## src/rtl/fixed_point_pkg.sv

```systemverilog
// Shared fixed-point constants and formatting helpers (round, saturate).
// Helpers work on a wide signed type; callers sign-extend in and slice out.
package fixed_point_pkg;

    localparam int unsigned MODE_EXTEND   = 0;
    localparam int unsigned MODE_SATURATE = 1;
    localparam int unsigned MaxWidth      = 32;

    typedef logic signed [MaxWidth:0] wide_t;

    typedef struct packed {
        wide_t value;
        logic  overflow;
    } sat_t;

    // Arithmetic halve; when en is set, the dropped LSB is added back (round half up).
    function automatic wide_t round_half_up(input wide_t v, input logic en);
        wide_t half;
        half = v >>> 1;
        if (en && v[0]) begin
            half = half + wide_t'(1);
        end
        return half;
    endfunction

    // Clamp v into the signed range of a width-bit word.
    function automatic sat_t saturate(input wide_t v, input int unsigned width);
        wide_t one;
        wide_t hi;
        wide_t lo;
        sat_t  r;
        one        = wide_t'(1);
        hi         = (one <<< (width - 1)) - one;
        lo         = -hi - one;
        r.overflow = 1'b1;
        if (v > hi) begin
            r.value = hi;
        end else if (v < lo) begin
            r.value = lo;
        end else begin
            r.value    = v;
            r.overflow = 1'b0;
        end
        return r;
    endfunction

endpackage

```

## src/rtl/fixed_point_addsub_lane.sv

```systemverilog
// One lane: stage 1 computes the exact WIDTH+1 bit sum/difference,
// stage 2 formats it (extend-and-halve or saturate) into registered outputs.
module fixed_point_addsub_lane
    import fixed_point_pkg::*;
#(
    parameter int unsigned WIDTH = 16,
    parameter int unsigned MODE  = 0,
    parameter int unsigned ROUND = 0
) (
    input  logic             clk_i,
    input  logic             reset_i,
    input  logic             en_i,
    input  logic             sub_i,
    input  logic [WIDTH-1:0] a_i,
    input  logic [WIDTH-1:0] b_i,
    output logic [WIDTH-1:0] sum_o,
    output logic             overflow_o
);

    logic signed [WIDTH:0] a_ext;
    logic signed [WIDTH:0] b_ext;
    logic signed [WIDTH:0] full_d;
    logic signed [WIDTH:0] full_q;
    wide_t                 full_wide;
    wide_t                 fmt_in;
    sat_t                  fmt;
    logic [WIDTH-1:0]      sum_d;
    logic [WIDTH-1:0]      sum_q;
    logic                  ovf_d;
    logic                  ovf_q;
    logic                  unused_fmt_hi;

    always_comb begin
        a_ext  = {a_i[WIDTH-1], a_i};
        b_ext  = {b_i[WIDTH-1], b_i};
        full_d = sub_i ? (a_ext - b_ext) : (a_ext + b_ext);
    end

    always_comb begin
        full_wide = {{(MaxWidth - WIDTH){full_q[WIDTH]}}, full_q};
        if (MODE == MODE_EXTEND) begin
            fmt_in = round_half_up(full_wide, ROUND != 0);
        end else begin
            fmt_in = full_wide;
        end
        // In extend mode only a rounded-up 2^WIDTH-1 can leave the range.
        fmt   = saturate(fmt_in, WIDTH);
        sum_d = fmt.value[WIDTH-1:0];
        ovf_d = fmt.overflow;
    end

    assign unused_fmt_hi = ^fmt.value[MaxWidth:WIDTH];

    always_ff @(posedge clk_i) begin
        if (reset_i) begin
            full_q <= '0;
            sum_q  <= '0;
            ovf_q  <= 1'b0;
        end else if (en_i) begin
            full_q <= full_d;
            sum_q  <= sum_d;
            ovf_q  <= ovf_d;
        end
    end

    assign sum_o      = sum_q;
    assign overflow_o = ovf_q;

endmodule

```

## src/rtl/fixed_point_addsub_pipe.sv

```systemverilog
// Multi-lane two-stage signed fixed-point adder/subtractor with valid/ready.
// A single global stall moves both stages together; lanes hold only data.
module fixed_point_addsub_pipe
    import fixed_point_pkg::*;
#(
    parameter int unsigned WIDTH = 16,
    parameter int unsigned FRAC  = 8,
    parameter int unsigned LANES = 1,
    parameter int unsigned MODE  = 0,
    parameter int unsigned ROUND = 0
) (
    input  logic                   clk_i,
    input  logic                   reset_i,
    input  logic                   in_valid_i,
    output logic                   in_ready_o,
    input  logic                   sub_i,
    input  logic [LANES*WIDTH-1:0] a_i,
    input  logic [LANES*WIDTH-1:0] b_i,
    output logic                   out_valid_o,
    input  logic                   out_ready_i,
    output logic [LANES*WIDTH-1:0] sum_o,
    output logic [LANES-1:0]       overflow_o
);

    if (FRAC >= WIDTH || WIDTH < 2 || WIDTH >= MaxWidth || MODE > MODE_SATURATE ||
        LANES < 1) begin : gen_param_check
        $error("fixed_point_addsub_pipe: unsupported parameter combination");
    end

    logic advance;
    logic s1_valid_d;
    logic s1_valid_q;
    logic out_valid_d;
    logic out_valid_q;

    assign advance    = !out_valid_q || out_ready_i;
    assign in_ready_o = advance;

    always_comb begin
        s1_valid_d  = s1_valid_q;
        out_valid_d = out_valid_q;
        if (advance) begin
            s1_valid_d  = in_valid_i;
            out_valid_d = s1_valid_q;
        end
    end

    always_ff @(posedge clk_i) begin
        if (reset_i) begin
            s1_valid_q  <= 1'b0;
            out_valid_q <= 1'b0;
        end else begin
            s1_valid_q  <= s1_valid_d;
            out_valid_q <= out_valid_d;
        end
    end

    assign out_valid_o = out_valid_q;

    for (genvar i = 0; i < LANES; i++) begin : gen_lane
        fixed_point_addsub_lane #(
            .WIDTH(WIDTH),
            .MODE (MODE),
            .ROUND(ROUND)
        ) u_lane (
            .clk_i     (clk_i),
            .reset_i   (reset_i),
            .en_i      (advance),
            .sub_i     (sub_i),
            .a_i       (a_i[i*WIDTH +: WIDTH]),
            .b_i       (b_i[i*WIDTH +: WIDTH]),
            .sum_o     (sum_o[i*WIDTH +: WIDTH]),
            .overflow_o(overflow_o[i])
        );
    end

endmodule
```

## config.mk

```make
export PLATFORM = sky130hd
export DESIGN_NAME = fixed_point_addsub_pipe
export DESIGN_NICKNAME = d
export VERILOG_FILES = /design/src/rtl/fixed_point_pkg.sv /design/src/rtl/fixed_point_addsub_lane.sv /design/src/rtl/fixed_point_addsub_pipe.sv
export SDC_FILE = /design/constraint.sdc
export NUM_CORES = 1
export LEC_CHECK = 0
export ABC_AREA = 0
export ABC_CLOCK_PERIOD_IN_PS = 4300
export BUFFER_PORTS_ARGS = -buffer_cell sky130_fd_sc_hd__buf_2
export CAP_MARGIN = 40
export CORE_MARGIN = 3
export CORE_UTILIZATION = 40
export CTS_CLUSTER_DIAMETER = 80
export DETAILED_ROUTE_END_ITERATION = 10
export PLACE_DENSITY = 0.61
export SKIP_LAST_GASP = 1
export SYNTH_ARGS = -nofsm -noshare
export SYNTH_HDL_FRONTEND = slang
export SYNTH_SLANG_ARGS = --single-unit
```

## constraint.sdc

```tcl
create_clock -name clk_i -period 4.3 [get_ports clk_i]
set_clock_uncertainty 0.15 [all_clocks]
set_input_delay 0.86 -clock clk_i [delete_from_list [all_inputs] [get_ports clk_i]]
set_output_delay 0.86 -clock clk_i [all_outputs]
set_load 0.01 [all_outputs]
```

# == Word level (Yosys, flattened, before mapping) ==
# Cells that the tools add are included.
# word_totals
wordCells,16
input_bits,37
out_inout_bits,19
ff_bits,36
# op_classes
muxes,5
order_cmp,2
n_addsub,2
n_reduce_logical,2
# op_table
cell,n
$mux W16,2
$add A16 B16 Y17,1
$mux W17,1
$sub A16 B16 Y17,1
$gt A16 B16 Y1 const B,1
$lt A16 B16 Y1 const B,1
$mux W1,2
$logic_not A1 Y1,1
$logic_or A1 B1 Y1,1

# == Longest topological paths before layout ==
# Gate-level depths: netlist of the first run.
# depth
ltp_word,3
mapped_depth,13
mapped_depth_nobuf,13

# == Modules after synthesis ==
# From an unflattened synthesis of the first run, not the netlist that was laid out.
# hier_totals
hier_cells,250
area_unflattened_um2,2237.1
# modules_own_cells
module,area_each_um2,instances,cells_each,seq_area_each_um2
fixed_point_addsub_lane,2157.1,1,242,660.6
fixed_point_addsub_pipe,80.1,1,8,40.0

# == Worst setup path before layout of the first run ==
# OpenSTA, ideal clock, no wires.
# synth_path
path_kind,input -> register
start,in sub_i
end,reg gen_lane[0].u_lane.full_q[15]
setup_time_ps,62
slack_ps,782
stages,12
arrival_ps,3306
cell_sequence,clkbuf_1 clkbuf_1 a21oi_1 xnor2_1 ha_1 a21o_1 a211o_1 a21oi_2 o21ai_1 nor3b_1 or4_1 nand3_1
# synth_via
elab_chain_cells,1
# synth_lines
element,line_no,source
"start, declared",fixed_point_addsub_pipe.sv:16,"input logic sub_i,"
$mux W17,fixed_point_addsub_lane.sv:36,full_d = sub_i ? (a_ext - b_ext) : (a_ext + b_ext);
"end signal, assigned",fixed_point_addsub_lane.sv:60,full_q <= full_d;
"end, declared",fixed_point_addsub_lane.sv:23,logic signed [WIDTH:0] full_q;
# No other way between the ends.
# A chain may end at the register's enable or synchronous reset.

# == Final worst setup path of the first run ==
# layout_path
start,in b_i[0]
end,reg gen_lane[0].u_lane.full_q[15]
# layout_via
elab_chain_cells,2
elab_cells_between_ends,3
cone_classes,2 x add/sub; 1 x mux
# layout_lines
element,line_no,source
"start, declared",fixed_point_addsub_pipe.sv:18,"input logic [LANES*WIDTH-1:0] b_i,"
$add A16 B16 Y17 or $sub A16 B16 Y17 (tied branches),fixed_point_addsub_lane.sv:36,
$mux W17 (*),fixed_point_addsub_lane.sv:36,
# Mark *: on every way between the ends. The rest lies on a longest branch, timed or not.

==> run metrics, run 1 <==
outcome=finished, final reports clean; area growth from synthesis to layout=17.8%; vias per inst=5.01; PwrDens=346 nW/um2; Initial Utilization=0.427; Setup Buffers After CTS=0; post-CTS sizing=0; RSZ-0062 raised after global routing=no; Synth top area share=0.311; Fill cells=576; Pint=0.626 mW; first-pass GRT wire length=8.13 mm; clock power share=0.230; gpl congestion=0.831; Core ar.=5270 um2; CTS tree=built; Commonest cells post-synth=55 x nand2_1, 41 x a21oi_1, 35 x dfxtp_1; worst min-delay path class=flop to flop; Mapped Area=2250 um2; clock-pin slew on the worst setup and hold paths=60 ps; DR pass1 iterations=4; Port Buffer Count=55; maximum root-to-sink buffer count=2; nets=391; Critical Path Source Type=input pin; count leader, synth=nand2_1; Net Switching=0.292 mW; post-DP HPWL=3.66 mm; highest clock rate=0.290 GHz; Cell Rows=26; synthesized flop and latch total=35; Peak VDD IR=0.000186 V; register share of total power=0.427; CP peak stage delay=500 ps; CP max FO=6; slowest cell on the critical path=or4_1; final hold vios=0; Slew HR=0.577; number of global-route vias before repair=1,815; Cell variety after synth=42; Slew Limit Fails=0; Comb pwr share=0.344; largest cells by area after synthesis=dfxtp_1 31%, nand2_1 9.2%, a21oi_1 9.1%, ha_1 8.9%, xnor2_1 8.6%; synthesized instance count=287; worst r2r path cells=6; initial antenna violation count=0; Hold Buf Count CTS=0; number of synthesized flops with an enable pin=0; fin crit share=0.803; Die W=81.0 um; clock sink count=35; Yosys warnings=0; dominant synthesized flop cell=dfxtp_1; largest net degree at the start of global routing=38; sequential area share after synthesis=0.311; Worst-Margin Slew=635 ps; min cycle time layout=3450 ps; CP Launch Point=b_i[0]; Final ANT Viol Nets=0; drt drc=0; FF-to-FF setup slack=2530 ps; number of DRC markers in iteration 0=98; Sw Ratio=0.318; wirelength, routed=4.83 mm; CTS Buf Count=5; kind of critical path=input pin to flop; share of layout cells above drive strength 1=0.226; Total Power=0.917 mW; # diodes=0; CP cell instances=buf_2 -> inv_1 -> ha_1 -> nor4b_4 -> a21oi_1 -> xnor2_1 -> ha_1 -> a21o_1 -> a21o_1 -> nor3_1 -> o21ai_1 -> nor3b_1 -> or4_1 -> nand3_1; Die Y=81.0 um; reg-to-reg startpoint=out_valid_o$_SDFFE_PP0P_; Synth Net Count=341; Syn Area/Cell=7.84 um2; largest area contributor in the netlist=dfxtp_1; Setup crit end kind=flop; WL/cell=11.9 um; Max-cap violations=0; setup TNS=0 ps; Root Driver=clkbuf_8; final setup fails=0; FF-to-FF End=gen_lane[0].u_lane.full_q[15]$_SDFFE_PP0P_; Via Count=2,033; fraction of registers with async set/reset=0; GRT Residual Overflow=0; worst skew pair latency=280 ps; Top Ports=56; gr usage total=0.157; Critical Path End=gen_lane[0].u_lane.full_q[15]$_SDFFE_PP0P_; Die ar.=6560 um2; WP data arrival=3530 ps; WP data required=4380 ps; leak pwr=1.19 nW; H-tree Lvls=2
-- worst min path at each step --
stage                                                     startpoint                                        end  slack, ps  cells after the start
after floorplan            gen_lane[0].u_lane.full_q[1]$_SDFFE_PP0P_  gen_lane[0].u_lane.full_q[1]$_SDFFE_PP0P_        280                      2
after global placement     gen_lane[0].u_lane.sum_o[15]$_SDFFE_PP0P_  gen_lane[0].u_lane.sum_o[15]$_SDFFE_PP0P_        290                      2
after detailed placement    gen_lane[0].u_lane.sum_o[5]$_SDFFE_PP0P_   gen_lane[0].u_lane.sum_o[5]$_SDFFE_PP0P_        290                      2
after CTS                   gen_lane[0].u_lane.sum_o[5]$_SDFFE_PP0P_   gen_lane[0].u_lane.sum_o[5]$_SDFFE_PP0P_        300                      2
after global routing      gen_lane[0].u_lane.full_q[11]$_SDFFE_PP0P_  gen_lane[0].u_lane.sum_o[10]$_SDFFE_PP0P_        320                      2
final                       gen_lane[0].u_lane.sum_o[3]$_SDFFE_PP0P_   gen_lane[0].u_lane.sum_o[3]$_SDFFE_PP0P_        300                      2
-- cells by family (layout without fill, tap and decap cells) --
kind of cell | count (synthesis) | in the layout | share of synthesized area
adders and majority gates | 17 | 17 | 0.0978
and+or+nand+nor | 106 | 106 | 0.226
AOI/OAI and AO/OA | 78 | 78 | 0.216
DFF | 35 | 35 | 0.311
buffers and inverters | 23 | 72 | 0.0384
muxes | 3 | 3 | 0.0133
xor gates and xnor gates | 25 | 25 | 0.0973
-- worst max-delay path, delay by kind of cell --
kind | cells | cell delay [ps]
AO/OA/AOI/OAI | 4 | 610
XOR/XNOR | 1 | 140
adder cells (fa/ha/maj) | 2 | 530
buffers and inverters | 2 | 160
AND/OR/NAND/NOR | 5 | 1210
-- power groups by stage --
stage | Clock [mW] | Combinational [mW] | Sequential, mW
after floorplan | 0 | 0.227 | 0.404
after global placement | 0 | 0.314 | 0.398
after detailed placement | 0 | 0.316 | 0.399
after CTS | 0.218 | 0.318 | 0.392
after global routing | 0.235 | 0.358 | 0.397
final | 0.211 | 0.315 | 0.392
-- routing by layer --
layer	GRT usage	share of wire
met2	0.228	0.40
met4	0.0709	0.019
met5	0	0
met3	0.0277	0.059
met1	0.225	0.52
-- flip-flops by register name (all words and copies together) (netlist names) --
signal,cells
gen_lane.u_lane.full_q,16
gen_lane.u_lane.sum_o,16
gen_lane.u_lane.overflow_o,1
out_valid_o,1
s1_valid_q,1
-- placed cells by master (no fill, tap or decap), types with 2 or more instances in the layout --
| master | n |
|---|---|
| nand2_1 | 55 |
| buf_2 | 55 |
| a21oi_1 | 41 |
| dfxtp_1 | 35 |
| xnor2_1 | 22 |
| nor2_1 | 18 |
| ha_1 | 16 |
| inv_1 | 9 |
| nor3_1 | 7 |
| o21ai_0 | 7 |
| nand3_1 | 7 |
| a21o_1 | 7 |
| a31oi_1 | 5 |
| clkbuf_8 | 5 |
| a211oi_1 | 4 |
| xor2_1 | 3 |
| mux2i_1 | 3 |
| or4_1 | 3 |
| nand2b_1 | 2 |
| nor4_2 | 2 |
| a41oi_1 | 2 |
| a21oi_2 | 2 |
| and3_1 | 2 |
| o21bai_1 | 2 |
| buf_4 | 2 |
-- through the flow --
| step | instance area (um2) | setup WS [ps] | hold slack [ps] | cells | utilization |
|---|---|---|---|---|---|
| 3_5_place_dp | 2580 | 562 | 292 | 400 | 0.489 |
| 3_3_place_gp | 2580 | 614 | 288 | 400 | 0.489 |
| 2_1_floorplan | 2250 | 782 | 282 | 287 | - |
| 5_1_grt | 2650 | 635 | 320 | 406 | 0.503 |
| 4_1_cts | 2650 | 846 | 301 | 406 | 0.503 |
| 6_report | 2650 | 847 | 296 | 406 | 0.503 |
-- final cells by class --
| class | count | area (um2) | area share |
|---|---|---|---|
| inverter | 9 | 33.8 | 0.0127 |
| multi-input combinational | 229 | 1470 | 0.553 |
| clock buffer | 6 | 72.6 | 0.0274 |
| tap | 70 | 87.6 | 0.0330 |
| sequential | 35 | 701 | 0.264 |
| timing repair buffer | 57 | 290 | 0.109 |
(Power assumes the default switching activity.)
==> inputs of run 2 (changes only) <==
--- a/config.mk
+++ b/config.mk
@@ -5,15 +5,15 @@
 export SDC_FILE = /design/constraint.sdc
 export NUM_CORES = 1
 export LEC_CHECK = 0
-export ABC_AREA = 0
-export ABC_CLOCK_PERIOD_IN_PS = 4300
+export ABC_AREA = 1
+export ABC_CLOCK_PERIOD_IN_PS = 2900
 export BUFFER_PORTS_ARGS = -buffer_cell sky130_fd_sc_hd__buf_2
 export CAP_MARGIN = 40
 export CORE_MARGIN = 3
 export CORE_UTILIZATION = 40
 export CTS_CLUSTER_DIAMETER = 80
 export DETAILED_ROUTE_END_ITERATION = 10
-export PLACE_DENSITY = 0.61
+export PLACE_DENSITY = 0.62
 export SKIP_LAST_GASP = 1
 export SYNTH_ARGS = -nofsm -noshare
 export SYNTH_HDL_FRONTEND = slang
==> constraint.sdc (replaced) <==
create_clock -name clk_i -period 2.9 [get_ports clk_i]
set_clock_uncertainty 0.15 [all_clocks]
set_input_delay 0.58 -clock clk_i [delete_from_list [all_inputs] [get_ports clk_i]]
set_output_delay 0.58 -clock clk_i [all_outputs]
set_load 0.01 [all_outputs]
==> run 2 against run 1 <==
  * Clock-buffer cell count increased by 2
  * Clock power is 79% higher
  * Die area rose by 15%
  * Via count is 27% higher
  * Area after synthesis up 17%
  * Register-to-register slack got worse by 1200 ps
  * Combinational power up 76%
  * Total power increased by 64%
==> run metrics, run 2 <==
gr usage total=0.166 (+0.00890); Top Ports=56 (unchanged); synthesized flop and latch total=35 (unchanged); clock-pin slew on the worst setup and hold paths=60 ps (about the same); WL/cell=10.5 um (-11%); fin area=3140 um2 (+18%); Core ar.=6130 um2 (+16%); Worst-Margin Slew=761 ps (+126 ps); final setup fails=0 (unchanged); GRT Residual Overflow=0 (unchanged); WP data required=2930 ps (-1450 ps); # diodes=0 (unchanged); final hold vios=0 (unchanged); vias per inst=4.71 (-5.9%); Mapped Area=2630 um2 (+17%); PwrDens=479 nW/um2 (+39%); Slew Limit Fails=0 (unchanged); number of synthesized flops with an enable pin=0 (unchanged); RSZ-0062 raised after global routing=no; Setup Buffers After CTS=0 (unchanged); commonest non-fill, non-tap cell in the layout=nand2_1; sequential area share after synthesis=0.267 (-0.0447); Initial Utilization=0.429 (+0.00166); share of layout cells above drive strength 1=0.229 (+0.00311); CP max FO=5 (-1); Slew HR=0.492 (-0.0847); Syn Area/Cell=6.44 um2 (-18%); dominant synthesized flop cell=dfxtp_1; Die Y=87.1 um (+7.5%); wirelength, routed=5.75 mm (+19%); CP cell instances=buf_2 -> inv_2 -> ha_2 -> nand2_1 -> nor2_2 -> nand2_1 -> nand2_2 -> o21ai_2 -> a21oi_2 -> xor2_1 -> ha_1 -> a21oi_1 -> nand2_1 -> a21oi_1 -> nand2_1 -> nand2_1 -> nand3_1 -> nand2_1 -> inv_1; worst skew pair latency=280 ps (about the same); Root Driver=clkbuf_8; min cycle time layout=2640 ps; clock sink count=35 (unchanged); DP Area=3030 um2 (+18%); fin cells=546 (+34%); CP peak stage delay=300 ps (-200 ps); Die W=87.1 um (+7.5%); DR pass1 iterations=4 (unchanged); leak pwr=1.77 nW (+49%); highest clock rate=0.378 GHz; area growth from synthesis to layout=19.5%; maximum root-to-sink buffer count=2 (unchanged); CTS Buf Count=5 (unchanged); fraction of registers with async set/reset=0 (unchanged); number of DRC markers in iteration 0=49 (-50%); Setup crit end kind=flop; Critical Path Source Type=input pin; Total Power=1.51 mW (+64%); largest net degree at the start of global routing=35 (-7.9%); H-tree Lvls=2 (unchanged); Cell variety after synth=34 (-19%); Port Buffer Count=55 (unchanged); Final ANT Viol Nets=0 (unchanged); Fill cells=650 (+13%); number of global-route vias before repair=2,456 (+35%); drt drc=0 (unchanged); WP data arrival=2680 ps (-850 ps); most used cell along the critical path=nand2_1; Die ar.=7580 um2 (+15%); gpl congestion=0.862 (+3.7%); post-DP HPWL=4.63 mm (+26%); top cell family by delay on the critical path=simple AND/OR/NAND/NOR gates; most frequent cells in the layout=80 x nand2_1, 59 x nor2_1, 58 x inv_1, 55 x buf_2, 35 x dfxtp_1; Max-cap violations=0 (unchanged); largest cells by area after synthesis=dfxtp_1 27%, nand2_1 12%, nor2_1 8.4%, inv_1 8.3%, ha_1 7.6%; kind of critical path=input pin to flop; Synth top area share=0.267 (-0.0447); largest area contributor in the netlist=dfxtp_1; count leader, synth=nand2_1; Yosys warnings=0 (unchanged); WP buf/inv=3 (+1); initial antenna violation count=0 (unchanged); outcome=finished, final reports clean; slowest cell on the critical path=ha_1; worst min-delay path class=flop to flop; Cell Rows=28 (+7.7%); Commonest cells post-synth=81 x nand2_1, 59 x nor2_1, 58 x inv_1; CTS tree=built; Via Count=2,572 (+27%); synthesized instance count=408 (+42%); nets=524 (+34%); Peak VDD IR=0.000333 V (+79%); first-pass GRT wire length=10.4 mm (+28%); placed cells=538 (+35%); Synth Net Count=462 (+35%); fin crit share=0.912
## run 2: cell count changes after synthesis, moves of 5 or more
cell / before / now
nor2_1: 18 / 59
o21ai_0: 7 / 34
a21oi_1: 41 / 12
nand3_1: 7 / 23
inv_1: 9 / 58
nor3_1: 7 / 2
xor2_1: 3 / 13
a31oi_1: 5 / 0
inv_2: 0 / 8
nand2_1: 55 / 81
a21o_1: 7 / 2
nand2_2: 0 / 7
xnor2_1: 22 / 8
o21bai_1: 2 / 8
## run 2: routing by layer
| metal | vias to the layer above | GRT usage | routed length, um |
|---|---|---|---|
| met3 | 4 | 0.0170 | 280 |
| li1 | 1413 | - | - |
| met5 | - | 0 | 0 |
| met2 | 73 | 0.274 | 2500 |
| met4 | 0 | 0.0581 | 40 |
| met1 | 1082 | 0.224 | 2930 |
## run 2: kinds of logic after synthesis
group,Yosys count,share of synthesized area
simple gates,185,0.302
buf+inv,78,0.114
compound gates,72,0.163
flops,35,0.267
xor+xnor,21,0.0700
fa+ha+maj,17,0.0838
## run 2: per-stage QoR
step           hold WS, ps   util  setup WS [ps]  TNS, ps
2_1_floorplan          280      -            247        0
3_3_place_gp           277  0.494           10.5        0
3_5_place_dp           281  0.494          -41.2    -97.8
4_1_cts                291  0.511            252        0
5_1_grt                299  0.512           10.6        0
6_report               289  0.512            256        0
## run 2: what timing repair did
action | CTS | global route
resized for setup | 0 | 4
hold buffers | 0 | 0
endpoints found under the setup margin | 0 | 3
## run 2: final cells by class
cell class                 instances  area, um2  share of cell area
tap                               75       93.8              0.0299
sequential                        35        701               0.223
timing repair buffer              65        350               0.112
multi-input combinational        295       1640               0.522
clock buffer                       8        100              0.0319
inverter                          68        258              0.0820
## run 2: final timing paths
path,from,to,slack [ps],cells after the start
worst max-delay path,b_i[0],gen_lane[0].u_lane.full_q[15]$_SDFFE_PP0P_,260,19
worst min-delay path,gen_lane[0].u_lane.overflow_o$_SDFFE_PP0P_,gen_lane[0].u_lane.overflow_o$_SDFFE_PP0P_,290,2
worst max register to register,out_valid_o$_SDFFE_PP0P_,gen_lane[0].u_lane.full_q[9]$_SDFFE_PP0P_,1310,7
worst min register to register,gen_lane[0].u_lane.overflow_o$_SDFFE_PP0P_,gen_lane[0].u_lane.overflow_o$_SDFFE_PP0P_,290,2
## run 2: tightest hold or removal path: stages, from the launching register on
cell and delay, ps:
dfxtp_1 310, nand2_1 60, nor2_1 40
## run 2: power breakdown
part | switching (mW) | internal (mW) | total (mW)
Clock | 0.161 | 0.217 | 0.377
Combinational | 0.328 | 0.225 | 0.553
Sequential | 0.0282 | 0.548 | 0.576
